<file path="config.mk">
export PLATFORM = sky130hd
export DESIGN_NAME = key_event_responder_flat
export DESIGN_NICKNAME = d
export VERILOG_FILES = /design/src/rtl/key_event_responder_if.sv /design/src/rtl/key_event_responder.sv /design/src/flat_wrapper.sv
export SDC_FILE = /design/constraint.sdc
export NUM_CORES = 1
export LEC_CHECK = 0
export BUFFER_PORTS_ARGS = -buffer_cell sky130_fd_sc_hd__buf_2
export CORE_MARGIN = 5
export CORE_UTILIZATION = 58
export DETAILED_ROUTE_END_ITERATION = 8
export GPL_TIMING_DRIVEN = 0
export PLACE_DENSITY = 0.83
export SLEW_MARGIN = 5
export SYNTH_ARGS = -nofsm -noshare
export SYNTH_HDL_FRONTEND = slang
export SYNTH_SLANG_ARGS = --single-unit
</file>
<file path="constraint.sdc">
create_clock -name clk -period 4.5 [get_ports clk]
set_input_delay 0.45 -clock clk [delete_from_list [all_inputs] [get_ports clk]]
set_output_delay 0.45 -clock clk [all_outputs]
set_load 0.05 [all_outputs]
</file>
<file path="src/rtl/key_event_responder_if.sv">
// Avalon-MM slave bus plus interrupt line for the key event responder.
// The master drives address/strobes/writedata; the slave returns readdata and irq.
interface key_event_responder_if;
  logic [1:0]  avs_address;
  logic        avs_read;
  logic        avs_write;
  logic [31:0] avs_writedata;
  logic [31:0] avs_readdata;
  logic        irq;

  modport master (
    output avs_address, avs_read, avs_write, avs_writedata,
    input  avs_readdata, irq
  );

  modport slave (
    input  avs_address, avs_read, avs_write, avs_writedata,
    output avs_readdata, irq
  );
endinterface

</file>
<file path="src/rtl/key_event_responder.sv">
// Debounces active-low push buttons, latches press events into EDGE/COUNT
// registers and raises a maskable level interrupt over an Avalon-MM slave.
module key_event_responder #(
  parameter int N_KEYS          = 3,
  parameter int DEBOUNCE_CYCLES = 500000
) (
  input  logic                       clk,
  input  logic                       rst_n,
  input  logic [N_KEYS-1:0]          key_n,
  key_event_responder_if.slave       avs
);

  localparam int CW = $clog2(DEBOUNCE_CYCLES + 1);
  localparam logic [CW-1:0] LAST = CW'(DEBOUNCE_CYCLES - 1);

  logic [N_KEYS-1:0] stable_q;
  logic [CW-1:0]     cnt_q [N_KEYS];
  logic [N_KEYS-1:0] press;
  logic [15:0]       npress;
  logic [N_KEYS-1:0] mask_q;
  logic [N_KEYS-1:0] edge_q;
  logic [15:0]       count_q;
  logic [31:0]       readdata_q;
  logic [31:0]       rd_word;
  logic              wr_mask;
  logic              wr_edge;
  logic              wr_count;

  // Counter i runs only while key_n[i] disagrees with the debounced level.
  always_ff @(posedge clk) begin
    if (!rst_n) begin
      stable_q <= '1;
      for (int i = 0; i < N_KEYS; i++) cnt_q[i] <= '0;
    end else begin
      for (int i = 0; i < N_KEYS; i++) begin
        if (key_n[i] == stable_q[i]) begin
          cnt_q[i] <= '0;
        end else if (cnt_q[i] == LAST) begin
          stable_q[i] <= ~stable_q[i];
          cnt_q[i]    <= '0;
        end else begin
          cnt_q[i] <= cnt_q[i] + CW'(1);
        end
      end
    end
  end

  // A press fires on the same edge the debounced level falls 1->0.
  always_comb begin
    press  = '0;
    npress = '0;
    for (int i = 0; i < N_KEYS; i++) begin
      press[i] = stable_q[i] & ~key_n[i] & (cnt_q[i] == LAST);
      npress   = npress + 16'(press[i]);
    end
  end

  assign wr_mask  = avs.avs_write && (avs.avs_address == 2'd1);
  assign wr_edge  = avs.avs_write && (avs.avs_address == 2'd2);
  assign wr_count = avs.avs_write && (avs.avs_address == 2'd3);

  always_ff @(posedge clk) begin
    if (!rst_n) begin
      mask_q  <= '0;
      edge_q  <= '0;
      count_q <= '0;
    end else begin
      if (wr_mask) mask_q <= avs.avs_writedata[N_KEYS-1:0];
      if (wr_edge) edge_q <= (edge_q & ~avs.avs_writedata[N_KEYS-1:0]) | press;
      else         edge_q <= edge_q | press;
      if (wr_count) count_q <= npress;
      else          count_q <= count_q + npress;
    end
  end

  // Fixed read latency of one cycle, no waitrequest: a read strobe in cycle n
  // captures the pre-update register value, presented in cycle n+1 and held
  // until the next read strobe.
  always_comb begin
    rd_word = '0;
    case (avs.avs_address)
      2'd0: rd_word[N_KEYS-1:0] = ~stable_q;
      2'd1: rd_word[N_KEYS-1:0] = mask_q;
      2'd2: rd_word[N_KEYS-1:0] = edge_q;
      2'd3: rd_word[15:0]       = count_q;
      default: rd_word = '0;
    endcase
  end

  always_ff @(posedge clk) begin
    if (!rst_n)            readdata_q <= '0;
    else if (avs.avs_read) readdata_q <= rd_word;
  end

  assign avs.avs_readdata = readdata_q;
  assign avs.irq          = |(edge_q & mask_q);

endmodule

</file>
<file path="src/flat_wrapper.sv">
// flat-port wrapper written by rule: the top's interface ports become plain ports
module key_event_responder_flat 
#(
  parameter int N_KEYS          = 3,
  parameter int DEBOUNCE_CYCLES = 500000
)
  (clk, rst_n, key_n, avs_avs_address, avs_avs_read, avs_avs_write, avs_avs_writedata, avs_avs_readdata, avs_irq);
  key_event_responder_if avs_i ();
  input  logic clk;
  input  logic rst_n;
  input  logic [N_KEYS-1:0] key_n;
  input wire logic [$bits(avs_i.avs_address)-1:0] avs_avs_address;
  input wire logic [$bits(avs_i.avs_read)-1:0] avs_avs_read;
  input wire logic [$bits(avs_i.avs_write)-1:0] avs_avs_write;
  input wire logic [$bits(avs_i.avs_writedata)-1:0] avs_avs_writedata;
  output wire logic [$bits(avs_i.avs_readdata)-1:0] avs_avs_readdata;
  output wire logic [$bits(avs_i.irq)-1:0] avs_irq;
  assign avs_i.avs_address = avs_avs_address;
  assign avs_i.avs_read = avs_avs_read;
  assign avs_i.avs_write = avs_avs_write;
  assign avs_i.avs_writedata = avs_avs_writedata;
  assign avs_avs_readdata = avs_i.avs_readdata;
  assign avs_irq = avs_i.irq;
  key_event_responder #(.N_KEYS(N_KEYS), .DEBOUNCE_CYCLES(DEBOUNCE_CYCLES)) u_core (.clk(clk), .rst_n(rst_n), .key_n(key_n), .avs(avs_i));
endmodule
</file>
==> run summary, run 1 <==
CTS tree: built
EDFF count, synth: 57
Avg Cell Area, Syn: 9.88 um^2
PnR worst setup slack: 0.939 ns
Die Footprint: 11,000 um^2
Critical path arrival: 3.88 ns
Post-synthesis async set-or-reset flop share: 0%
Worst slew margin: 50.6%
Largest net degree at the start of global routing: 19
Final setup fails: 0
DRC: 0
Yosys top cell by area: edfxtp_1
Worst EP required: 4.82 ns
Final min period: 3.56 ns
Die W: 105 um
Vias in the first global route: 3,903
Post-route clock period utilization: 79.1%
RSZ-0062 raised after global routing: no
CP endpoint kind: flip-flop
Static Leak: 2.34 nW
Combinational share of power: 8.3%
Crit Path Class: reg -> reg
Clock sink count: 98
CTS resizes: 0
Sw Ratio: 27.1%
Gpl congestion: 0.806
Final Cell Area: 5930 um^2
Max-Cap Viols: 0
Power Density: 287 nW/um^2
DR WL/cell: 13.5 um
Gr ovfl total: 0
I/O pin total: 74
Area after DPL: 5740 um^2
Post-route ant nets: 0
# Post-CTS Setup Buffers: 0
Internal: 0.00124 W
Clock transition at path regs: 0.11 ns
Vias post-DR: 4,040
Sequential Power Share: 59.7%
Final Skew: 0.0154 ns
Synth Register Bits: 98
Total GRT Usage: 19.2%
Most used routing layer: met2
CTS Root Cell: clkbuf_8
Register area share after synthesis: 48.6%
Worst hold path type: in -> reg
Die span in y: 105 um
Vias per std cell: 5.39
Clock Path Buffers: 2
H-tree depth: 3
Pre-Repair DR Iteration Count: 5
Max Slew Vio Count: 0
Startpoint class of the critical path: flip-flop
Total power: 0.00170 W
Cell Area, Synth: 5210 um^2
Num rows: 34
Layout area overhead: 13.8%
Initial antenna violation count: 2
Area fraction of the dominant cell type after synthesis: 32.9%
M1 GR Usage: 24.5%
Worst skew pair latency: 0.38 ns
VDD IR max: 0.140 mV
Fmax: 281 MHz
Slew @ Worst Pin: 0.736 ns
Clock Power Share: 32.1%
Met2 usage: 31.6%
Synth warnings: 0
HPWL Detailed: 7.56 mm
DP Worst Slack: 0.944 ns
Synth Flop Type: edfxtp_1
Grt met3 use: 4.81%
Core area: 8720 um^2
Setup_tns: 0 ns
Hold_buf cts: 0
Share of post-route cells with drive strength above 1: 11.6%
Cts bufs inserted: 9
Area contributors post-synth: edfxtp_1 (33%), dfxtp_1 (16%), nor2_1 (5.9%), xor2_1 (4.9%), xnor2_1 (3.2%)
Detailed Route Iter0 Violations: 174
Switching power: 0.000461 W
Port bufs: 26
Fill count: 697
Initial core utilization: 59.7%
Hold Slack: 0.329 ns
Yosys cell types: 49
Max Fanout on Critical Path: 10
Outcome: finished, final reports clean
Fin. Hold Viols: 0
First-pass GRT wire length: 17.6 mm
Final WL: 10.1 mm
Mapped Cells: 527
NumNets Final: 690
-- power by group through the flow --
| stage | Sequential (W) | Clock, W | Combinational, W |
|---|---|---|---|
| final | 0.00101 | 0.000545 | 0.000140 |
| after floorplan | 0.00102 | 0 | 0.000114 |
| after global placement | 0.00103 | 0 | 0.000134 |
| after CTS | 0.00101 | 0.000560 | 0.000138 |
| after global routing | 0.00102 | 0.000601 | 0.000157 |
| after detailed placement | 0.00103 | 0 | 0.000138 |
-- final timing paths --
kind / start / endpoint / slack [ns] / depth (start not counted)
worst max register to register: u_core.cnt_q[2][0]$_SDFFCE_PN0P_ / u_core.count_q[5]$_SDFF_PP0_ / 0.94 / 12
worst min register to register: u_core.avs.avs_readdata[0]$_SDFFE_PN0P_ / u_core.avs.avs_readdata[0]$_SDFFE_PN0P_ / 0.51 / 2
worst min-delay path: avs_avs_writedata[0] / u_core.mask_q[0]$_SDFFE_PN0P_ / 0.33 / 3
worst max-delay path: u_core.cnt_q[2][0]$_SDFFCE_PN0P_ / u_core.count_q[5]$_SDFF_PP0_ / 0.94 / 12
-- layout make-up --
cell class	instances	area, um^2	share of cell area (%)
buffer	35	201	3.40
timing repair buffer	26	130	2.20
sequential	98	2530	42.7
clock inverter	7	60.1	1.01
clock buffer	9	124	2.09
tap	108	135	2.28
inverter	17	63.8	1.08
multi-input combinational	448	2680	45.1
antenna	2	5.00	0.0844
-- state kept, by name (all words and copies together) (netlist names) --
register / count
u_core.mask_q: 3
u_core.edge_q: 3
u_core.count_q: 16
u_core.stable_q: 3
u_core.cnt_q: 57
u_core.avs.avs_readdata: 16
-- stage by stage --
stage                     std cells  util, %
after floorplan                 598        -
after CTS                       748     67.9
after global routing            749     67.9
after global placement          732     65.8
after detailed placement        732     65.8
final                           750     68.0
-- synth_stat cells (2+ instances only) --
library cell,instances
nor2_1,82
edfxtp_1,57
dfxtp_1,41
a21oi_1,30
xor2_1,29
nand3_1,27
nand2_1,26
nand4_1,26
xnor2_1,19
buf_4,17
inv_1,17
or4_1,14
nor2b_1,13
ha_1,12
clkbuf_1,11
o31ai_1,10
and4_1,9
mux2i_1,8
o21ai_0,8
or3_1,8
nor3_1,7
nor4_1,7
and3_1,5
buf_2,5
a21boi_0,3
mux4_2,3
nand3b_1,3
o21a_1,3
a21o_1,2
buf_1,2
conb_1,2
fa_1,2
nor4b_1,2
or4b_1,2
-- cell usage in the layout (no fill, tap or decap), drive strengths merged, types with 20 or more instances in the layout --
cell type | Yosys | final
nor2 | 82 | 82
conb | 2 | 73
edfxtp | 57 | 57
nand4 | 26 | 26
nand3 | 28 | 28
clkbuf | 11 | 20
a21oi | 30 | 30
xor2 | 29 | 29
inv | 17 | 21
dfxtp | 41 | 41
nand2 | 26 | 26
buf | 24 | 50
-- cells by family after synthesis --
kind of cell | after synthesis | share of synthesized area [%]
and+or+nand+nor | 239 | 24.2
xor gates and xnor gates | 48 | 8.07
other | 2 | 0.144
muxes | 11 | 2.84
DFF | 98 | 48.6
buffers and inverters | 52 | 5.09
AOI/OAI and AO/OA | 63 | 7.35
adders and majority gates | 14 | 3.65
-- critical path, cell delays in order, from the launching register on --
cell and delay (ns):
edfxtp_1 0.41, ha_1 0.22, and4_2 0.23, buf_2 0.16
nand4_1 0.20, nor3_1 0.43, fa_1 0.52, ha_1 0.22
a21o_1 0.18, a21oi_1 0.28, clkbuf_1 0.37, o21ai_0 0.15
a21oi_1 0.14
-- routing by layer --
metal | vias up | wire [um]
met1 | 1893 | 4540
met5 | - | 11
met4 | 2 | 180
met3 | 22 | 506
met2 | 83 | 4870
li1 | 2040 | -
Note: power is estimated with default switching activity, not from simulation.
==> run 2: changes to the inputs <==
CORE_UTILIZATION = 52   (was 58)
PLACE_DENSITY = 0.78   (was 0.83)
clock period = 2.9 ns   (was 4.5 ns; I/O delays follow)
==> run summary, run 2 (synthesized netlist as in run 1, its figures left out) <==
Outcome: finished with violations
Failing checks: negative setup slack
Largest register FFs: 57 (unchanged)
Vias post-DR: 4,212 (+4.3%)
Cts bufs inserted: 9 (unchanged)
Final min period: 3.12 ns (-0.443 ns)
Fin. Hold Viols: 0 (unchanged)
CTS tree: built
CP max stage cell: or4b_4
NumNets Final: 718 (+4.1%)
Post-route clock period utilization: 108% (+28 points)
Die W: 110 um (+5.1%)
Power Density: 424 nW/um^2 (+48%)
Worst EP required: 3.15 ns (-1.67 ns)
Reg with most FFs: u_core.cnt_q
Final setup fails: 14 (+14)
Fin cells: 802 (+6.9%)
Total GRT Usage: 18.8% (-0.34 points)
Critical path arrival: 3.37 ns (-0.51 ns)
Clock sink count: 98 (unchanged)
Initial antenna violation count: 2 (unchanged)
H-tree depth: 3 (unchanged)
Hold_buf cts: 0 (unchanged)
Worst Path Buf+Inv: 0 (-2)
Max Fanout on Critical Path: 6 (-4)
Gpl congestion: 0.860 (+6.6%)
Startpoint class of the critical path: flip-flop
Worst hold path type: in -> reg
Worst skew pair latency: 0.38 ns (about the same)
CP endpoint kind: flip-flop
Static Leak: 2.49 nW (+6.3%)
Most frequent cells in the layout: nor2_1 (80), conb_1 (73), edfxtp_1 (57)
Core area: 9770 um^2 (+12%)
Gr ovfl total: 0 (unchanged)
Die Footprint: 12,100 um^2 (+10%)
Clock transition at path regs: 0.10 ns (about the same)
Max Slew Vio Count: 0 (unchanged)
Share of post-route cells with drive strength above 1: 18.3% (+6.7 points)
Final Util: 65.0% (-3.0 points)
VDD IR max: 0.299 mV (+110%)
WP depth: 10 (-2)
Slew @ Worst Pin: 0.741 ns (+0.00453 ns)
DP Cell Count: 757 (+3.4%)
Largest net degree at the start of global routing: 19 (unchanged)
Family with the most delay on the worst path: simple AND/OR/NAND/NOR gates
Hold Slack: 0.172 ns (-0.157 ns)
Pre-Repair DR Iteration Count: 5 (unchanged)
Final Skew: 0.0129 ns (-0.00242 ns)
RSZ-0062 raised after global routing: yes
Crit Path Class: reg -> reg
PnR worst setup slack: -0.218 ns (-1.16 ns)
Hold Path Depth: 3 (unchanged)
Port bufs: 26 (unchanged)
Critical Path Max Stage Delay: 0.57 ns (+0.05 ns)
Fmax: 321 MHz (+14%)
CTS Root Cell: clkbuf_8
Critical path, cell by cell: or4b_4 -> nor4_4 -> and3_4 -> fa_1 -> ha_2 -> fa_2 -> a21o_4 -> nand4_1 -> xor2_1 -> nor2_1
Max-Cap Viols: 0 (unchanged)
I/O pin total: 74 (unchanged)
Worst slew margin: 50.3% (-0.30 points)
HPWL Detailed: 7.61 mm (+0.68%)
Initial core utilization: 53.3% (-6.4 points)
Commonest non-fill, non-tap cell in the layout: nor2_1
First-pass GRT wire length: 18.2 mm (+3.4%)
Clock Path Buffers: 2 (unchanged)
Die span in y: 110 um (+5.1%)
Total power: 0.00269 W (+58%)
Post-route ant nets: 0 (unchanged)
Detailed Route Iter0 Violations: 220 (+26%)
Vias in the first global route: 4,057 (+3.9%)
Final WL: 11.0 mm (+8.7%)
Num rows: 36 (+5.9%)
R2R depth: 10 (-2)
DRC: 0 (unchanged)
Vias per std cell: 5.25 (-2.5%)
DR WL/cell: 13.7 um (+1.6%)
Layout area overhead: 21.9%
-- run 2: cell types whose count changed in the layout (fill, tap and decap cells not counted), sizes merged --
cell	change
buf	+30
clkbuf	-1
inv	-3
diode	-1
clkinv	+2
-- run 2: worst reg2reg max path, cell delays in order (launching register included) --
cell      delay, ns
edfxtp_1       0.41
or4b_4         0.57
nor4_4         0.18
and3_4         0.26
fa_1           0.45
ha_2           0.21
fa_2           0.35
a21o_4         0.24
nand4_1        0.10
xor2_1         0.17
nor2_1         0.06
-- run 2: area by class of cell --
class                   instances  area, um^2
clock buffers                  10         138
well taps                     133         166
fillers                       796        3420
repair buffers                 56         363
multi-input cells             448        2820
flip-flops and latches         98        2530
diodes                          1        2.50
inverters                      17        63.8
clock inverters                 6        62.6
plain buffers                  33         204
-- run 2: power breakdown --
part | switching [W] | total (W) | internal [W] | leakage (nW)
combinational | 0.000156 | 0.000241 | 0.0000853 | 1.47
clock | 0.000523 | 0.000877 | 0.000355 | 0.101
sequential | 0.0000511 | 0.00157 | 0.00152 | 0.917
-- run 2: path summary, 6_finish.rpt --
kind / startpoint / endpoint / slack (ns)
worst max-delay path: u_core.cnt_q[0][10]$_SDFFCE_PN0P_ / u_core.count_q[6]$_SDFF_PP0_ / -0.22
worst min-delay path: avs_avs_writedata[1] / u_core.mask_q[1]$_SDFFE_PN0P_ / 0.17
worst max register to register: u_core.cnt_q[0][10]$_SDFFCE_PN0P_ / u_core.count_q[6]$_SDFF_PP0_ / -0.22
worst min register to register: u_core.count_q[13]$_SDFF_PP0_ / u_core.count_q[13]$_SDFF_PP0_ / 0.51
-- run 2: metrics by stage --
| stage | TNS, ns | cell area (um^2) | setup WS, ns |
|---|---|---|---|
| 4_1_cts | -1.55 | 6220 | -0.184 |
| 3_3_place_gp | -3.66 | 5850 | -0.344 |
| 2_1_floorplan | -1.75 | 5550 | -0.178 |
| 6_report | -2.02 | 6350 | -0.218 |
| 5_1_grt | -3.86 | 6350 | -0.353 |
| 3_5_place_dp | -4.97 | 5850 | -0.451 |
-- run 2: what timing repair did --
action / in CTS / in global routing
gates resized for setup: 9 / 7
buffers inserted: 16 / 13
cloned: 1 / 0
endpoints found under the setup margin: 15 / 15
pin swaps: 11 / 12
-- run 2: per-layer routing --
layer  global-route usage [%]  share of wire, %  routed length (um)
met4                     7.48               2.1                 229
met5                        0             0.064                   7
met2                     32.0                49                5370
met3                     3.38               5.0                 551
met1                     23.7                44                4840
==> run 3: changes to the inputs <==
ABC_AREA = 1   (was default)
CORE_UTILIZATION = 53   (was 52)
PLACE_DENSITY = 0.79   (was 0.78)
==> run summary, run 3 <==
Outcome: finished with violations
Failing checks: negative setup slack
Commonest non-fill, non-tap cell in the layout: nand2_1
Post-synth top cells: nand2_1 (174), nor2_1 (121), inv_1 (101)
N_diodes: 0 (-1)
CP max stage cell: fa_1
Max Slew Vio Count: 0 (unchanged)
HPWL Detailed: 8.68 mm (+14%)
Num rows: 37 (+2.8%)
CTS tree: built
Largest register FFs: 57 (unchanged)
DP Worst Slack: -0.415 ns (+0.0358 ns)
Die W: 113 um (+3.0%)
DP Cell Count: 983 (+30%)
DR WL/cell: 12.0 um (-12%)
Final min period: 2.92 ns (-0.197 ns)
Synth warnings: 0 (unchanged)
Fin. Hold Viols: 0 (unchanged)
Final Util: 66.6% (+1.6 points)
VDD IR max: 0.286 mV (-4.2%)
PnR worst setup slack: -0.0204 ns (+0.197 ns)
Register area share after synthesis: 44.7% (-3.9 points)
Share of post-route cells with drive strength above 1: 17.4% (-0.89 points)
CTS Root Cell: clkbuf_8
Critical path arrival: 3.20 ns (-0.17 ns)
Static Leak: 2.98 nW (+20%)
Mapped Cells: 749 (+42%)
Fill count: 899 (+13%)
Crit Path Class: reg -> reg
Vias in the first global route: 4,553 (+12%)
Pre-Repair DR Iteration Count: 5 (unchanged)
Core area: 10,400 um^2 (+6.1%)
Final Skew: 0.0152 ns (+0.00227 ns)
Gpl congestion: 0.874 (+1.7%)
Hold_buf cts: 0 (unchanged)
Worst hold path type: in -> reg
Worst skew pair latency: 0.39 ns (about the same)
Layout area overhead: 21.8% (about the same)
Post-synthesis async set-or-reset flop share: 0% (unchanged)
Cts bufs inserted: 9 (unchanged)
Clock transition at path regs: 0.10 ns (about the same)
Max-Cap Viols: 0 (unchanged)
Post-route ant nets: 0 (unchanged)
Total GRT Usage: 18.6% (-0.18 points)
Hold Slack: 0.222 ns (+0.0503 ns)
First-pass GRT wire length: 19.8 mm (+8.3%)
Area contributors post-synth: edfxtp_1 (30%), dfxtp_1 (14%), nand2_1 (12%), nor2_1 (8.0%), inv_1 (6.7%)
EDFF count, synth: 57 (unchanged)
Fin cells: 1,034 (+29%)
Initial antenna violation count: 0 (-2)
Post-route clock period utilization: 101% (-6.8 points)
Yosys cell types: 32 (-35%)
Initial core utilization: 54.6% (+1.4 points)
Max Fanout on Critical Path: 3 (-3)
Largest net degree at the start of global routing: 18 (-1)
NumNets Final: 948 (+32%)
Detailed Route Iter0 Violations: 300 (+36%)
Synth Register Bits: 98 (unchanged)
Vias per std cell: 4.86 (-7.4%)
Startpoint class of the critical path: flip-flop
I/O pin total: 74 (unchanged)
Slew @ Worst Pin: 0.543 ns (-0.197 ns)
DRC: 0 (unchanged)
Final setup fails: 1 (-13)
CP endpoint kind: flip-flop
Worst EP required: 3.18 ns (+0.03 ns)
Critical path, cell by cell: ha_2 -> nand3_4 -> inv_4 -> nand3_2 -> nor2_2 -> nand2_1 -> inv_2 -> fa_1 -> ha_2 -> fa_2 -> nand2_2 -> nand2_2 -> nand3_2 -> inv_2 -> o21ai_0 -> nor2_1
Yosys top cell by area: edfxtp_1
Avg Cell Area, Syn: 7.56 um^2 (-23%)
Area fraction of the dominant cell type after synthesis: 30.2% (-2.7 points)
Die Footprint: 12,900 um^2 (+6.1%)
Gr ovfl total: 0 (unchanged)
Vias post-DR: 5,030 (+19%)
Count leader, synth: nand2_1
Clock sink count: 98 (unchanged)
Reg with most FFs: u_core.cnt_q
Final WL: 12.4 mm (+13%)
Fmax: 342 MHz (+6.8%)
Port bufs: 27 (+3.8%)
Clock Path Buffers: 2 (unchanged)
Synth Flop Type: edfxtp_1
H-tree depth: 3 (unchanged)
Power Density: 409 nW/um^2 (-3.4%)
Die span in y: 113 um (+3.0%)
Worst slew margin: 63.8% (+13 points)
Most frequent cells in the layout: nand2_1 (166), nor2_1 (114), inv_1 (92)
Cell Area, Synth: 5670 um^2 (+8.8%)
Critical Path Max Stage Delay: 0.45 ns (-0.12 ns)
-- run 3: changes by cell type after synthesis, moves of 15 or more --
cell     change
a21oi_1     +18
o21ai_0     +23
nand2_1    +148
xor2_1      -15
nand3_1     +21
nor2_1      +39
inv_1       +84
-- run 3: worst max-delay path: cells and delay by family, from the launching register on --
kind / cells / cell delay (ns)
AOI/OAI and AO/OA: 1 / 0.20
adders and majority gates: 4 / 1.31
buffers and inverters: 3 / 0.20
and+or+nand+nor: 8 / 0.73
DFF: 1 / 0.37
-- run 3: power breakdown --
part	switching [W]	internal, W
Clock	0.000510	0.000373
Sequential	0.0000571	0.00153
Combinational	0.000240	0.000112
Total	0.000807	0.00202
-- run 3: layer usage --
layer | vias to the layer above | part of all wire [%] | GRT usage [%]
met1 | 2253 | 47 | 25.4
met2 | 113 | 47 | 30.2
met4 | 0 | 2.4 | 8.49
li1 | 2638 | - | -
met5 | - | 0 | 0
met3 | 26 | 4.0 | 1.75
-- run 3: metrics by stage --
stage                     setup TNS (ns)  cell area, um^2  power [W]
after floorplan                        0             5940    0.00186
after CTS                              0             6570    0.00281
after global placement             -3.60             6240    0.00193
after detailed placement           -3.97             6240    0.00193
after global routing              -0.505             6900    0.00294
final                            -0.0204             6900    0.00282
-- run 3: what timing repair did --
action                     in CTS  in global routing
setup endpoints to repair      15                 13
pin swaps                       3                 25
setup buffers                   8                 27
resized for setup              19                 39
-- run 3: path summary, 6_finish.rpt --
path                                    startpoint                            end  slack, ns  depth (start not counted)
setup / recovery  u_core.cnt_q[2][1]$_SDFFCE_PN0P_   u_core.count_q[6]$_SDFF_PP0_      -0.02                         16
hold / removal                avs_avs_writedata[2]  u_core.mask_q[2]$_SDFFE_PN0P_       0.22                          3
setup reg to reg  u_core.cnt_q[2][1]$_SDFFCE_PN0P_   u_core.count_q[6]$_SDFF_PP0_      -0.02                         16
hold reg to reg      u_core.mask_q[0]$_SDFFE_PN0P_  u_core.mask_q[0]$_SDFFE_PN0P_       0.48                          2
-- run 3: final cells by class --
type	count	area (um^2)	area share [%]
clock inverters	4	30.0	0.435
plain buffers	26	178	2.57
well taps	136	170	2.47
multi-input cells	594	3050	44.2
flip-flops and latches	98	2530	36.7
inverters	102	385	5.58
repair buffers	62	398	5.76
clock buffers	12	156	2.27
-- run 3: logic make-up after synthesis --
kind of cell / synth area share [%]
other: 0.133
DFF: 44.7
xor gates and xnor gates: 3.56
AOI/OAI and AO/OA: 9.65
adders and majority gates: 3.36
buffers and inverters: 9.89
and+or+nand+nor: 28.7
